## config.mk

```make
export PLATFORM = sky130hd
export DESIGN_NAME = id_stage_fwd_flat
export DESIGN_NICKNAME = d
export VERILOG_FILES = /design/src/rtl/id_stage_fwd_if.sv /design/src/rtl/id_stage_fwd.sv /design/src/flat_wrapper.sv
export SDC_FILE = /design/constraint.sdc
export NUM_CORES = 1
export LEC_CHECK = 0
export ABC_CLOCK_PERIOD_IN_PS = 3200
export CAP_MARGIN = 20
export CELL_PAD_IN_SITES_DETAIL_PLACEMENT = 0
export CELL_PAD_IN_SITES_GLOBAL_PLACEMENT = 1
export CORE_ASPECT_RATIO = 1.25
export CORE_UTILIZATION = 29
export CTS_BUF_LIST = sky130_fd_sc_hd__clkbuf_8 sky130_fd_sc_hd__clkbuf_16
export DETAILED_ROUTE_END_ITERATION = 7
export HOLD_SLACK_MARGIN = 0.15
export PLACE_DENSITY = 0.87
export SYNTH_ARGS = -nofsm -noshare
export SYNTH_HDL_FRONTEND = slang
export SYNTH_SLANG_ARGS = --single-unit
```

## constraint.sdc

```tcl
create_clock -name i_clk -period 3.2 [get_ports i_clk]
set_input_delay 0.64 -clock i_clk [delete_from_list [all_inputs] [get_ports i_clk]]
set_output_delay 0.64 -clock i_clk [all_outputs]
set_load 0.02 [all_outputs]
```

## src/rtl/id_stage_fwd_if.sv

```systemverilog
// ID-stage handshake bundle: IF/ID side (instruction in, id_ready out),
// flush/ex_ready control, and the registered ID/EX fields toward EX.
// The slave modport is the ID stage; the master modport is its environment.
interface id_stage_fwd_if #(
  parameter int DW  = 32,
  parameter int RA  = 5,
  parameter int OPW = 8
);
  logic           id_valid;
  logic [DW-1:0]  id_pc;
  logic [31:0]    id_ins;
  logic           id_ready;
  logic           flush;
  logic           ex_ready;

  logic           ex_valid;
  logic [DW-1:0]  ex_pc;
  logic [OPW-1:0] ex_alu_op;
  logic [2:0]     ex_alu_sel;
  logic [DW-1:0]  ex_src1;
  logic [DW-1:0]  ex_src2;
  logic           ex_wr_en;
  logic [RA-1:0]  ex_wr_addr;
  logic           ex_illegal;

  modport slave (
    input  id_valid, id_pc, id_ins, flush, ex_ready,
    output id_ready,
    output ex_valid, ex_pc, ex_alu_op, ex_alu_sel, ex_src1, ex_src2,
           ex_wr_en, ex_wr_addr, ex_illegal
  );

  modport master (
    output id_valid, id_pc, id_ins, flush, ex_ready,
    input  id_ready,
    input  ex_valid, ex_pc, ex_alu_op, ex_alu_sel, ex_src1, ex_src2,
           ex_wr_en, ex_wr_addr, ex_illegal
  );
endinterface

```

## src/rtl/id_stage_fwd.sv

```systemverilog
// Registered instruction-decode stage for the logic/immediate/shift subset.
// Reads the register file, resolves operands through NUM_FWD prioritised
// forwarding sources (index 0 youngest), stalls on load-use and holds the
// result in an ID/EX register with valid/ready handshake and flush.
// Optional build macro ID_STALL_CNT_EN adds o_stall_cnt, a saturating count
// of cycles in which a valid instruction was held back in ID.
module id_stage_fwd #(
  parameter int DW      = 32,
  parameter int RA      = 5,
  parameter int NUM_FWD = 2,
  parameter int OPW     = 8
) (
  input  logic                  i_clk,
  input  logic                  i_reset,
  id_stage_fwd_if.slave         bus,
  output logic                  o_rf_rd1_en,
  output logic [RA-1:0]         o_rf_addr1,
  output logic                  o_rf_rd2_en,
  output logic [RA-1:0]         o_rf_addr2,
  input  logic [DW-1:0]         i_rf_data1,
  input  logic [DW-1:0]         i_rf_data2,
  input  logic [NUM_FWD-1:0]    i_fwd_en,
  input  logic [NUM_FWD*RA-1:0] i_fwd_addr,
  input  logic [NUM_FWD*DW-1:0] i_fwd_data,
  input  logic                  i_ex_is_load,
  input  logic [RA-1:0]         i_ex_ld_addr
`ifdef ID_STALL_CNT_EN
  ,
  output logic [31:0]           o_stall_cnt
`endif
);

  logic [5:0]     w_opcode;
  logic [5:0]     w_funct;
  logic [4:0]     w_shamt;
  logic [15:0]    w_imm;
  logic [RA-1:0]  w_rs;
  logic [RA-1:0]  w_rt;
  logic [RA-1:0]  w_rd;

  logic           w_rd1_en;
  logic           w_rd2_en;
  logic           w_illegal;
  logic           w_wr;
  logic           w_wr_en;
  logic [RA-1:0]  w_dst;
  logic [OPW-1:0] w_op;
  logic [2:0]     w_sel;
  logic [DW-1:0]  w_imm1;
  logic [DW-1:0]  w_imm2;
  logic [DW-1:0]  w_fwd1;
  logic [DW-1:0]  w_fwd2;
  logic [DW-1:0]  w_src1;
  logic [DW-1:0]  w_src2;
  logic           w_hazard;
  logic           w_id_ready;

  logic           r_ex_valid;
  logic [DW-1:0]  r_ex_pc;
  logic [OPW-1:0] r_ex_alu_op;
  logic [2:0]     r_ex_alu_sel;
  logic [DW-1:0]  r_ex_src1;
  logic [DW-1:0]  r_ex_src2;
  logic           r_ex_wr_en;
  logic [RA-1:0]  r_ex_wr_addr;
  logic           r_ex_illegal;

  assign w_opcode = bus.id_ins[31:26];
  assign w_rs     = RA'(bus.id_ins[25:21]);
  assign w_rt     = RA'(bus.id_ins[20:16]);
  assign w_rd     = RA'(bus.id_ins[15:11]);
  assign w_shamt  = bus.id_ins[10:6];
  assign w_funct  = bus.id_ins[5:0];
  assign w_imm    = bus.id_ins[15:0];

  // Instruction decode: read ports, ALU op/select, destination and immediates.
  // Illegal encodings read nothing and carry zero operands.
  always_comb begin
    w_rd1_en  = 1'b0;
    w_rd2_en  = 1'b0;
    w_illegal = 1'b0;
    w_wr      = 1'b0;
    w_dst     = '0;
    w_op      = '0;
    w_sel     = 3'b000;
    w_imm1    = '0;
    w_imm2    = '0;
    case (w_opcode)
      6'h0D, 6'h0C, 6'h0E: begin
        w_rd1_en = 1'b1;
        w_imm2   = DW'(w_imm);
        w_dst    = w_rt;
        w_wr     = 1'b1;
        w_sel    = 3'b001;
        case (w_opcode)
          6'h0C:   w_op = OPW'(8'h24);
          6'h0E:   w_op = OPW'(8'h26);
          default: w_op = OPW'(8'h25);
        endcase
      end
      6'h0F: begin
        w_rd1_en = 1'b1;
        w_imm2   = DW'({w_imm, 16'h0000});
        w_dst    = w_rt;
        w_wr     = 1'b1;
        w_sel    = 3'b001;
        w_op     = OPW'(8'h25);
      end
      6'h00: begin
        case (w_funct)
          6'h24, 6'h25, 6'h26, 6'h27: begin
            w_rd1_en = 1'b1;
            w_rd2_en = 1'b1;
            w_dst    = w_rd;
            w_wr     = 1'b1;
            w_sel    = 3'b001;
            w_op     = OPW'(w_funct);
          end
          6'h00, 6'h02, 6'h03: begin
            w_rd2_en = 1'b1;
            w_imm1   = DW'(w_shamt);
            w_dst    = w_rd;
            w_wr     = 1'b1;
            w_sel    = 3'b010;
            // funct 0 would collide with the "no op" encoding, so SLL gets its own code
            w_op     = (w_funct == 6'h00) ? OPW'(8'h7C) : OPW'(w_funct);
          end
          default: w_illegal = 1'b1;
        endcase
      end
      default: w_illegal = 1'b1;
    endcase
  end

  assign w_wr_en = w_wr & (w_dst != '0);

  // Forwarding for port 1: scan from oldest to youngest so the lowest index wins.
  always_comb begin
    w_fwd1 = i_rf_data1;
    for (int i = NUM_FWD - 1; i >= 0; i--) begin
      if (i_fwd_en[i] && (i_fwd_addr[i*RA +: RA] == w_rs))
        w_fwd1 = i_fwd_data[i*DW +: DW];
    end
  end

  // Forwarding for port 2, same priority as port 1.
  always_comb begin
    w_fwd2 = i_rf_data2;
    for (int i = NUM_FWD - 1; i >= 0; i--) begin
      if (i_fwd_en[i] && (i_fwd_addr[i*RA +: RA] == w_rt))
        w_fwd2 = i_fwd_data[i*DW +: DW];
    end
  end

  // r0 reads are hard zero even if some source claims to write r0.
  assign w_src1 = !w_rd1_en ? w_imm1 : ((w_rs == '0) ? '0 : w_fwd1);
  assign w_src2 = !w_rd2_en ? w_imm2 : ((w_rt == '0) ? '0 : w_fwd2);

  assign w_hazard = bus.id_valid & i_ex_is_load & (i_ex_ld_addr != '0) &
                    ((w_rd1_en & (w_rs == i_ex_ld_addr)) |
                     (w_rd2_en & (w_rt == i_ex_ld_addr)));

  assign w_id_ready   = bus.flush | (bus.ex_ready & ~w_hazard);
  assign bus.id_ready = w_id_ready;

  assign o_rf_rd1_en = w_rd1_en;
  assign o_rf_addr1  = w_rs;
  assign o_rf_rd2_en = w_rd2_en;
  assign o_rf_addr2  = w_rt;

  // ID/EX register: reset > flush > hold on backpressure > bubble > load.
  always_ff @(posedge i_clk) begin
    if (i_reset || bus.flush ||
        (bus.ex_ready && (w_hazard || !bus.id_valid))) begin
      r_ex_valid   <= 1'b0;
      r_ex_pc      <= '0;
      r_ex_alu_op  <= '0;
      r_ex_alu_sel <= 3'b000;
      r_ex_src1    <= '0;
      r_ex_src2    <= '0;
      r_ex_wr_en   <= 1'b0;
      r_ex_wr_addr <= '0;
      r_ex_illegal <= 1'b0;
    end else if (bus.ex_ready) begin
      r_ex_valid   <= 1'b1;
      r_ex_pc      <= bus.id_pc;
      r_ex_alu_op  <= w_op;
      r_ex_alu_sel <= w_sel;
      r_ex_src1    <= w_src1;
      r_ex_src2    <= w_src2;
      r_ex_wr_en   <= w_wr_en;
      r_ex_wr_addr <= w_dst;
      r_ex_illegal <= w_illegal;
    end
  end

  assign bus.ex_valid   = r_ex_valid;
  assign bus.ex_pc      = r_ex_pc;
  assign bus.ex_alu_op  = r_ex_alu_op;
  assign bus.ex_alu_sel = r_ex_alu_sel;
  assign bus.ex_src1    = r_ex_src1;
  assign bus.ex_src2    = r_ex_src2;
  assign bus.ex_wr_en   = r_ex_wr_en;
  assign bus.ex_wr_addr = r_ex_wr_addr;
  assign bus.ex_illegal = r_ex_illegal;

`ifdef ID_STALL_CNT_EN
  logic [31:0] r_stall_cnt;

  // Count cycles a valid instruction stays in ID; saturate instead of wrapping.
  always_ff @(posedge i_clk) begin
    if (i_reset)
      r_stall_cnt <= '0;
    else if (bus.id_valid && !w_id_ready && !bus.flush && (r_stall_cnt != 32'hFFFF_FFFF))
      r_stall_cnt <= r_stall_cnt + 32'd1;
  end

  assign o_stall_cnt = r_stall_cnt;
`endif

endmodule

```

## src/flat_wrapper.sv

```systemverilog
// flat-port wrapper written by rule: the top's interface ports become plain ports
module id_stage_fwd_flat 
#(
  parameter int DW      = 32,
  parameter int RA      = 5,
  parameter int NUM_FWD = 2,
  parameter int OPW     = 8
)
  (i_clk, i_reset, o_rf_rd1_en, o_rf_addr1, o_rf_rd2_en, o_rf_addr2, i_rf_data1, i_rf_data2, i_fwd_en, i_fwd_addr, i_fwd_data, i_ex_is_load, i_ex_ld_addr, bus_id_valid, bus_id_pc, bus_id_ins, bus_flush, bus_ex_ready, bus_id_ready, bus_ex_valid, bus_ex_pc, bus_ex_alu_op, bus_ex_alu_sel, bus_ex_src1, bus_ex_src2, bus_ex_wr_en, bus_ex_wr_addr, bus_ex_illegal);
  id_stage_fwd_if #(.DW(DW), .RA(RA), .OPW(OPW)) bus_i ();
  input  logic i_clk;
  input  logic i_reset;
  output logic o_rf_rd1_en;
  output logic [RA-1:0] o_rf_addr1;
  output logic o_rf_rd2_en;
  output logic [RA-1:0] o_rf_addr2;
  input  logic [DW-1:0] i_rf_data1;
  input  logic [DW-1:0] i_rf_data2;
  input  logic [NUM_FWD-1:0] i_fwd_en;
  input  logic [NUM_FWD*RA-1:0] i_fwd_addr;
  input  logic [NUM_FWD*DW-1:0] i_fwd_data;
  input  logic i_ex_is_load;
  input  logic [RA-1:0] i_ex_ld_addr;
  input wire logic [$bits(bus_i.id_valid)-1:0] bus_id_valid;
  input wire logic [$bits(bus_i.id_pc)-1:0] bus_id_pc;
  input wire logic [$bits(bus_i.id_ins)-1:0] bus_id_ins;
  input wire logic [$bits(bus_i.flush)-1:0] bus_flush;
  input wire logic [$bits(bus_i.ex_ready)-1:0] bus_ex_ready;
  output wire logic [$bits(bus_i.id_ready)-1:0] bus_id_ready;
  output wire logic [$bits(bus_i.ex_valid)-1:0] bus_ex_valid;
  output wire logic [$bits(bus_i.ex_pc)-1:0] bus_ex_pc;
  output wire logic [$bits(bus_i.ex_alu_op)-1:0] bus_ex_alu_op;
  output wire logic [$bits(bus_i.ex_alu_sel)-1:0] bus_ex_alu_sel;
  output wire logic [$bits(bus_i.ex_src1)-1:0] bus_ex_src1;
  output wire logic [$bits(bus_i.ex_src2)-1:0] bus_ex_src2;
  output wire logic [$bits(bus_i.ex_wr_en)-1:0] bus_ex_wr_en;
  output wire logic [$bits(bus_i.ex_wr_addr)-1:0] bus_ex_wr_addr;
  output wire logic [$bits(bus_i.ex_illegal)-1:0] bus_ex_illegal;
  assign bus_i.id_valid = bus_id_valid;
  assign bus_i.id_pc = bus_id_pc;
  assign bus_i.id_ins = bus_id_ins;
  assign bus_i.flush = bus_flush;
  assign bus_i.ex_ready = bus_ex_ready;
  assign bus_id_ready = bus_i.id_ready;
  assign bus_ex_valid = bus_i.ex_valid;
  assign bus_ex_pc = bus_i.ex_pc;
  assign bus_ex_alu_op = bus_i.ex_alu_op;
  assign bus_ex_alu_sel = bus_i.ex_alu_sel;
  assign bus_ex_src1 = bus_i.ex_src1;
  assign bus_ex_src2 = bus_i.ex_src2;
  assign bus_ex_wr_en = bus_i.ex_wr_en;
  assign bus_ex_wr_addr = bus_i.ex_wr_addr;
  assign bus_ex_illegal = bus_i.ex_illegal;
  id_stage_fwd #(.DW(DW), .RA(RA), .NUM_FWD(NUM_FWD), .OPW(OPW)) u_core (.i_clk(i_clk), .i_reset(i_reset), .bus(bus_i), .o_rf_rd1_en(o_rf_rd1_en), .o_rf_addr1(o_rf_addr1), .o_rf_rd2_en(o_rf_rd2_en), .o_rf_addr2(o_rf_addr2), .i_rf_data1(i_rf_data1), .i_rf_data2(i_rf_data2), .i_fwd_en(i_fwd_en), .i_fwd_addr(i_fwd_addr), .i_fwd_data(i_fwd_data), .i_ex_is_load(i_ex_is_load), .i_ex_ld_addr(i_ex_ld_addr));
endmodule
```

Word-level counts from Yosys, hierarchy flattened --
Cells that the tools add are included.
Storage, ports and cells: register bits 115, bits of input ports 215, output and inout port bits 128, word-level logic and storage cells 81
Operators by class: equality and inequality tests 16, muxes and demuxes 26, bitwise logic cells 10, reduce and logical (&&, ||, !) cells 20
Operators with widths (count):
- 32-bit two-way mux | 9
- 32-bit one-hot mux with 2 select lines | 1
- 5-bit == test | 6
- 6-bit by 4-bit == test with 1-bit output, second input constant | 4
- 6-bit == test, second input constant | 4
- 8-bit one-hot mux with 3 select lines | 1
- 8-bit one-hot mux with 2 select lines | 1
- 6-bit by 2-bit == test with 1-bit output, second input constant | 2
- 6-bit logical NOT | 2
- 5-bit logical NOT | 2
- 5-bit two-way mux | 2
- 5-bit one-hot mux with 2 select lines | 1
- 5-bit nonzero test | 2
- 2-bit one-hot mux with 2 select lines | 2
- 4-bit OR reduction | 2
- 1-bit AND | 7
- 7-bit two-way mux | 1
- 7-bit OR reduction | 1
- 1-bit one-hot mux with 2 select lines | 3
- 3-bit one-hot mux with 2 select lines | 1
- 3-bit OR reduction | 2
- 1-bit logical AND | 5
- 1-bit two-way mux | 4
- 1-bit logical OR | 3
- other kinds (3) | 4

Depth between registers and ports, before layout --
depth in word-level cells 10, mapped depth 9, depth with buffers taken out 7

Least setup slack after synthesis --
OpenSTA, ideal clock, no wires.
kind in2out, start input port bus_id_ins[31], end output port bus_id_ready, data arrival time 1.907 ns, required time 2.560 ns, path slack 0.653 ns, cell stages on the path 6, buffers on the path 0, cell sequence nor4bb_1 > a31oi_1 > nor4_1 > a41o_1 > nand3_1 > a21o_1
On the way: cells in the longest elaborated chain, start to end 9, elaborated cells on any way between the ends 15, classes of those cells eq/ne (4); mux (2); bitwise (7); reduce/logical (2)
Ends and longest elaborated chain:
- start, declared | line flat_wrapper.sv:26 | input wire logic [$bits(bus_i.id_ins)-1:0] bus_id_ins;
- 6-bit by 4-bit == test with 1-bit output | line id_stage_fwd.sv:88 | case (w_opcode)
- 4-bit OR reduction (no source line)
- 1-bit one-hot mux with 2 select lines | line id_stage_fwd.sv:88
- 1-bit AND | line id_stage_fwd.sv:160 | ((w_rd1_en & (w_rs == i_ex_ld_addr)) |
- 1-bit bitwise OR (*) | line id_stage_fwd.sv:160
- 1-bit AND (*) | line id_stage_fwd.sv:159 | assign w_hazard = bus.id_valid & i_ex_is_load & (i_ex_ld_addr != '0) &
- 1-bit NOT (*) | line id_stage_fwd.sv:163 | assign w_id_ready = bus.flush | (bus.ex_ready & ~w_hazard);
- 1-bit AND (*) | line id_stage_fwd.sv:163
- 1-bit bitwise OR (*) | line id_stage_fwd.sv:163
- end, declared | line flat_wrapper.sv:29 | output wire logic [$bits(bus_i.id_ready)-1:0] bus_id_ready;
Every way passes the cells marked *; elsewhere a longest branch is shown, timed or not.

Final worst setup path --
start input port bus_id_ins[30], end output port bus_id_ready
The elaborated chain is that of the path after synthesis.

==> results_dict.tcl <==
set metrics [dict create \
    wl_per_cell_um 20.24 \
    grt_pass1_vias 6790 \
    pwr-share-clk 0.475 \
    timing.final.crit_period_ns 3.096 \
    io_pins 343 \
    endpoint_kind "output pin" \
    ys_types 49 \
    cts_made_buffers 17 \
    p_int_mw 2.989 \
    cts.clk_slew.worst_paths_ns 0.06 \
    post-route-period-util 0.9676 \
    cts-root-buf "clkbuf_16" \
    async_flop_share 0 \
    syn2layout_area_growth_pct 75.91 \
    synth_enable_flop_cells 0 \
    diodes 0 \
    slew_viol_final 0 \
    rsz0062_at_grt "false" \
    first_pass_iters 5 \
    synth_seq_cells 113 \
    clock_skew_ns 0 \
    die-area_mm2 0.02158 \
    postSynthAreaPerCell_um2 8.661 \
    p_per_area_mw_per_mm2 376.7 \
    cp_slowest_cell "clkdlybuf4s50_1" \
    path_cells "clkdlybuf4s50_1 -> nor2_4 -> nand2_2 -> a2111oi_4 -> a41o_1 -> nand3_1 -> a21o_1 -> buf_2" \
    syn_inst 703 \
    max-slew-margin-rel 0.3616 \
    ys_seq_area_frac 0.3716 \
    place_congestion 0.8210 \
    die_w_um 131.6 \
    htree_levels 4 \
    vdd_ir_drop_max_mv 0.3185 \
    overflow 0 \
    place_inst 1297 \
    setup_violations 0 \
    die_y_um 164.0 \
    hold_buffers 0 \
    dpl.hpwl_um 20290 \
    drt_iter0_markers 267 \
    grt_pass1_wl_um 40300 \
    setup.worst_path.class "input pin to output pin" \
    timing_hold_violations_final 0 \
    vias 6792 \
    power.total_mw 4.035 \
    row_count 58 \
    max_freq_mhz 323.0 \
    clockBufferDepth 2 \
    holdCritPathClass "flop to flop" \
    cap_violations 0 \
    start_kind "input pin" \
    critPathMaxFanout 3 \
    final_cell_mix "331 x clkdlybuf4s50_1, 113 x dfxtp_1, 86 x nor2_1" \
    slowest_delay_ns 0.50 \
    swShare 0.2593 \
    total_leakage_power_nw 3.890 \
    wl_um 27010 \
    start_util 0.2996 \
    routed_via_density 5.091 \
    grt_use_total 0.2480 \
    crit_required_ns 2.56 \
    power_frac_comb 0.169 \
    cts_tree "yes" \
    final_cells 1334 \
    arrival_ns 2.46 \
    tightest_slew_ns 0.9576 \
    fin_nets 1266 \
    seqPwrFrac 0.355 \
    yosys_warnings 0 \
    clk_latency_ns 0.41 \
    portBuffers 340 \
    syn_area_mm2 0.006088 \
    power_switching_mw 1.046 \
    clock_sinks 113 \
    core_area_mm2 0.02032 \
    mostFrequentLayoutCell "clkdlybuf4s50_1" \
    drc 0 \
    hold_ws_ns 0.4675 \
    ant_nets 0 \
    status "finished clean" \
    antenna_found_initial 2 \
    drive_gt1_frac 0.1034 \
    synth_ff_type "dfxtp_1" \
    grt_max_degree 79 \
]
kinds of logic (layout without fill, tap and decap cells):
family | count (synthesis) | after routing | share of synthesized area
compound gates | 202 | 202 | 0.2548
xor+xnor | 27 | 27 | 0.03884
buf+inv | 72 | 432 | 0.06021
flops | 113 | 113 | 0.3716
mux | 64 | 64 | 0.1052
other cells | 1 | 2 | 0.0006159
simple gates | 224 | 224 | 0.1687
stage by stage:
stage	util	instance area (um^2)	setup WS [ns]	setup TNS, ns
after floorplan	-	6092	0.6533	0
after CTS	0.5259	10690	0.03759	0
after global placement	0.4924	10000	-0.4768	-7.261
after detailed placement	0.4937	10030	-0.4694	-0.8995
after global routing	0.5271	10710	0.001682	0
final	0.5271	10710	0.1036	0
synth_stat cells (all sizes together) (3+ instances only):
master / number / share of area
a211o: 5 / 0.0072
a21oi: 47 / 0.039
a221oi: 6 / 0.0086
a22oi: 37 / 0.046
a311o: 32 / 0.053
and2: 28 / 0.029
buf: 32 / 0.036
clkbuf: 34 / 0.021
dfxtp: 113 / 0.37
inv: 6 / 0.0037
mux2i: 64 / 0.11
nand2: 75 / 0.046
nand3: 5 / 0.0041
nor2: 90 / 0.056
nor3: 9 / 0.0092
nor4: 6 / 0.0086
o21a: 28 / 0.035
o21ai: 6 / 0.0049
o2bb2ai: 27 / 0.039
or4: 3 / 0.0037
xnor2: 12 / 0.017
xor2: 15 / 0.022
critical path: cells and delay by family:
family | cells | cell delay, ns
AOI/OAI and AO/OA | 3 | 0.81
and+or+nand+nor | 3 | 0.36
buffers and inverters | 2 | 0.65
flip-flops by register name, summed over array words and instances, names as in the netlist:
register               count
u_core.bus.ex_src1        32
u_core.bus.ex_src2        32
u_core.bus.ex_pc          32
u_core.bus.ex_wr_addr      5
u_core.bus.ex_valid        1
u_core.bus.ex_alu_op       7
u_core.bus.ex_illegal      1
u_core.bus.ex_wr_en        1
u_core.bus.ex_alu_sel      2
path summary, 6_finish.rpt:
path / from / endpoint / slack (ns) / cells past startpoint
worst min-delay path: u_core.bus.ex_alu_op[4] / u_core.bus.ex_alu_op[4] / 0.47 / 2
worst max-delay path: bus_id_ins[30] / bus_id_ready / 0.10 / 8
worst min register to register: u_core.bus.ex_alu_op[4] / u_core.bus.ex_alu_op[4] / 0.47 / 2
worst max register to register: u_core.bus.ex_src2[4] / u_core.bus.ex_src2[4] / 2.30 / 2
power by group through the flow:
stage	registers (mW)	clock network, mW	logic [mW]
floorplan	1.48	0	0.211
global placement	1.46	0	0.674
detailed placement	1.46	0	0.678
CTS	1.43	1.97	0.685
global route	1.44	2.03	0.726
finish	1.43	1.92	0.682
what timing repair did:
action / 4_1_cts / 5_1_grt
pin swaps: 5 / 4
endpoints found under the setup margin: 3 / 2
setup buffers: 4 / 1
gates resized for setup: 17 / 8
layer usage:
metal	global-route usage	vias to the layer above	routed length, um
met2	0.4541	279	13940
li1	-	3252	-
met3	0.08148	29	2189
met5	0	-	31
met1	0.2668	3228	10340
met4	0.08510	4	499
area by class of cell:
type | instances | area (um^2)
multi-input combinational | 519 | 3557
tap | 270 | 337.8
inverter | 6 | 22.52
sequential | 113 | 2262
timing repair buffer | 394 | 3934
clock inverter | 14 | 157.7
clock buffer | 18 | 439.2
fill | 1914 | 9609
Note: power is estimated with default switching activity, not from simulation.
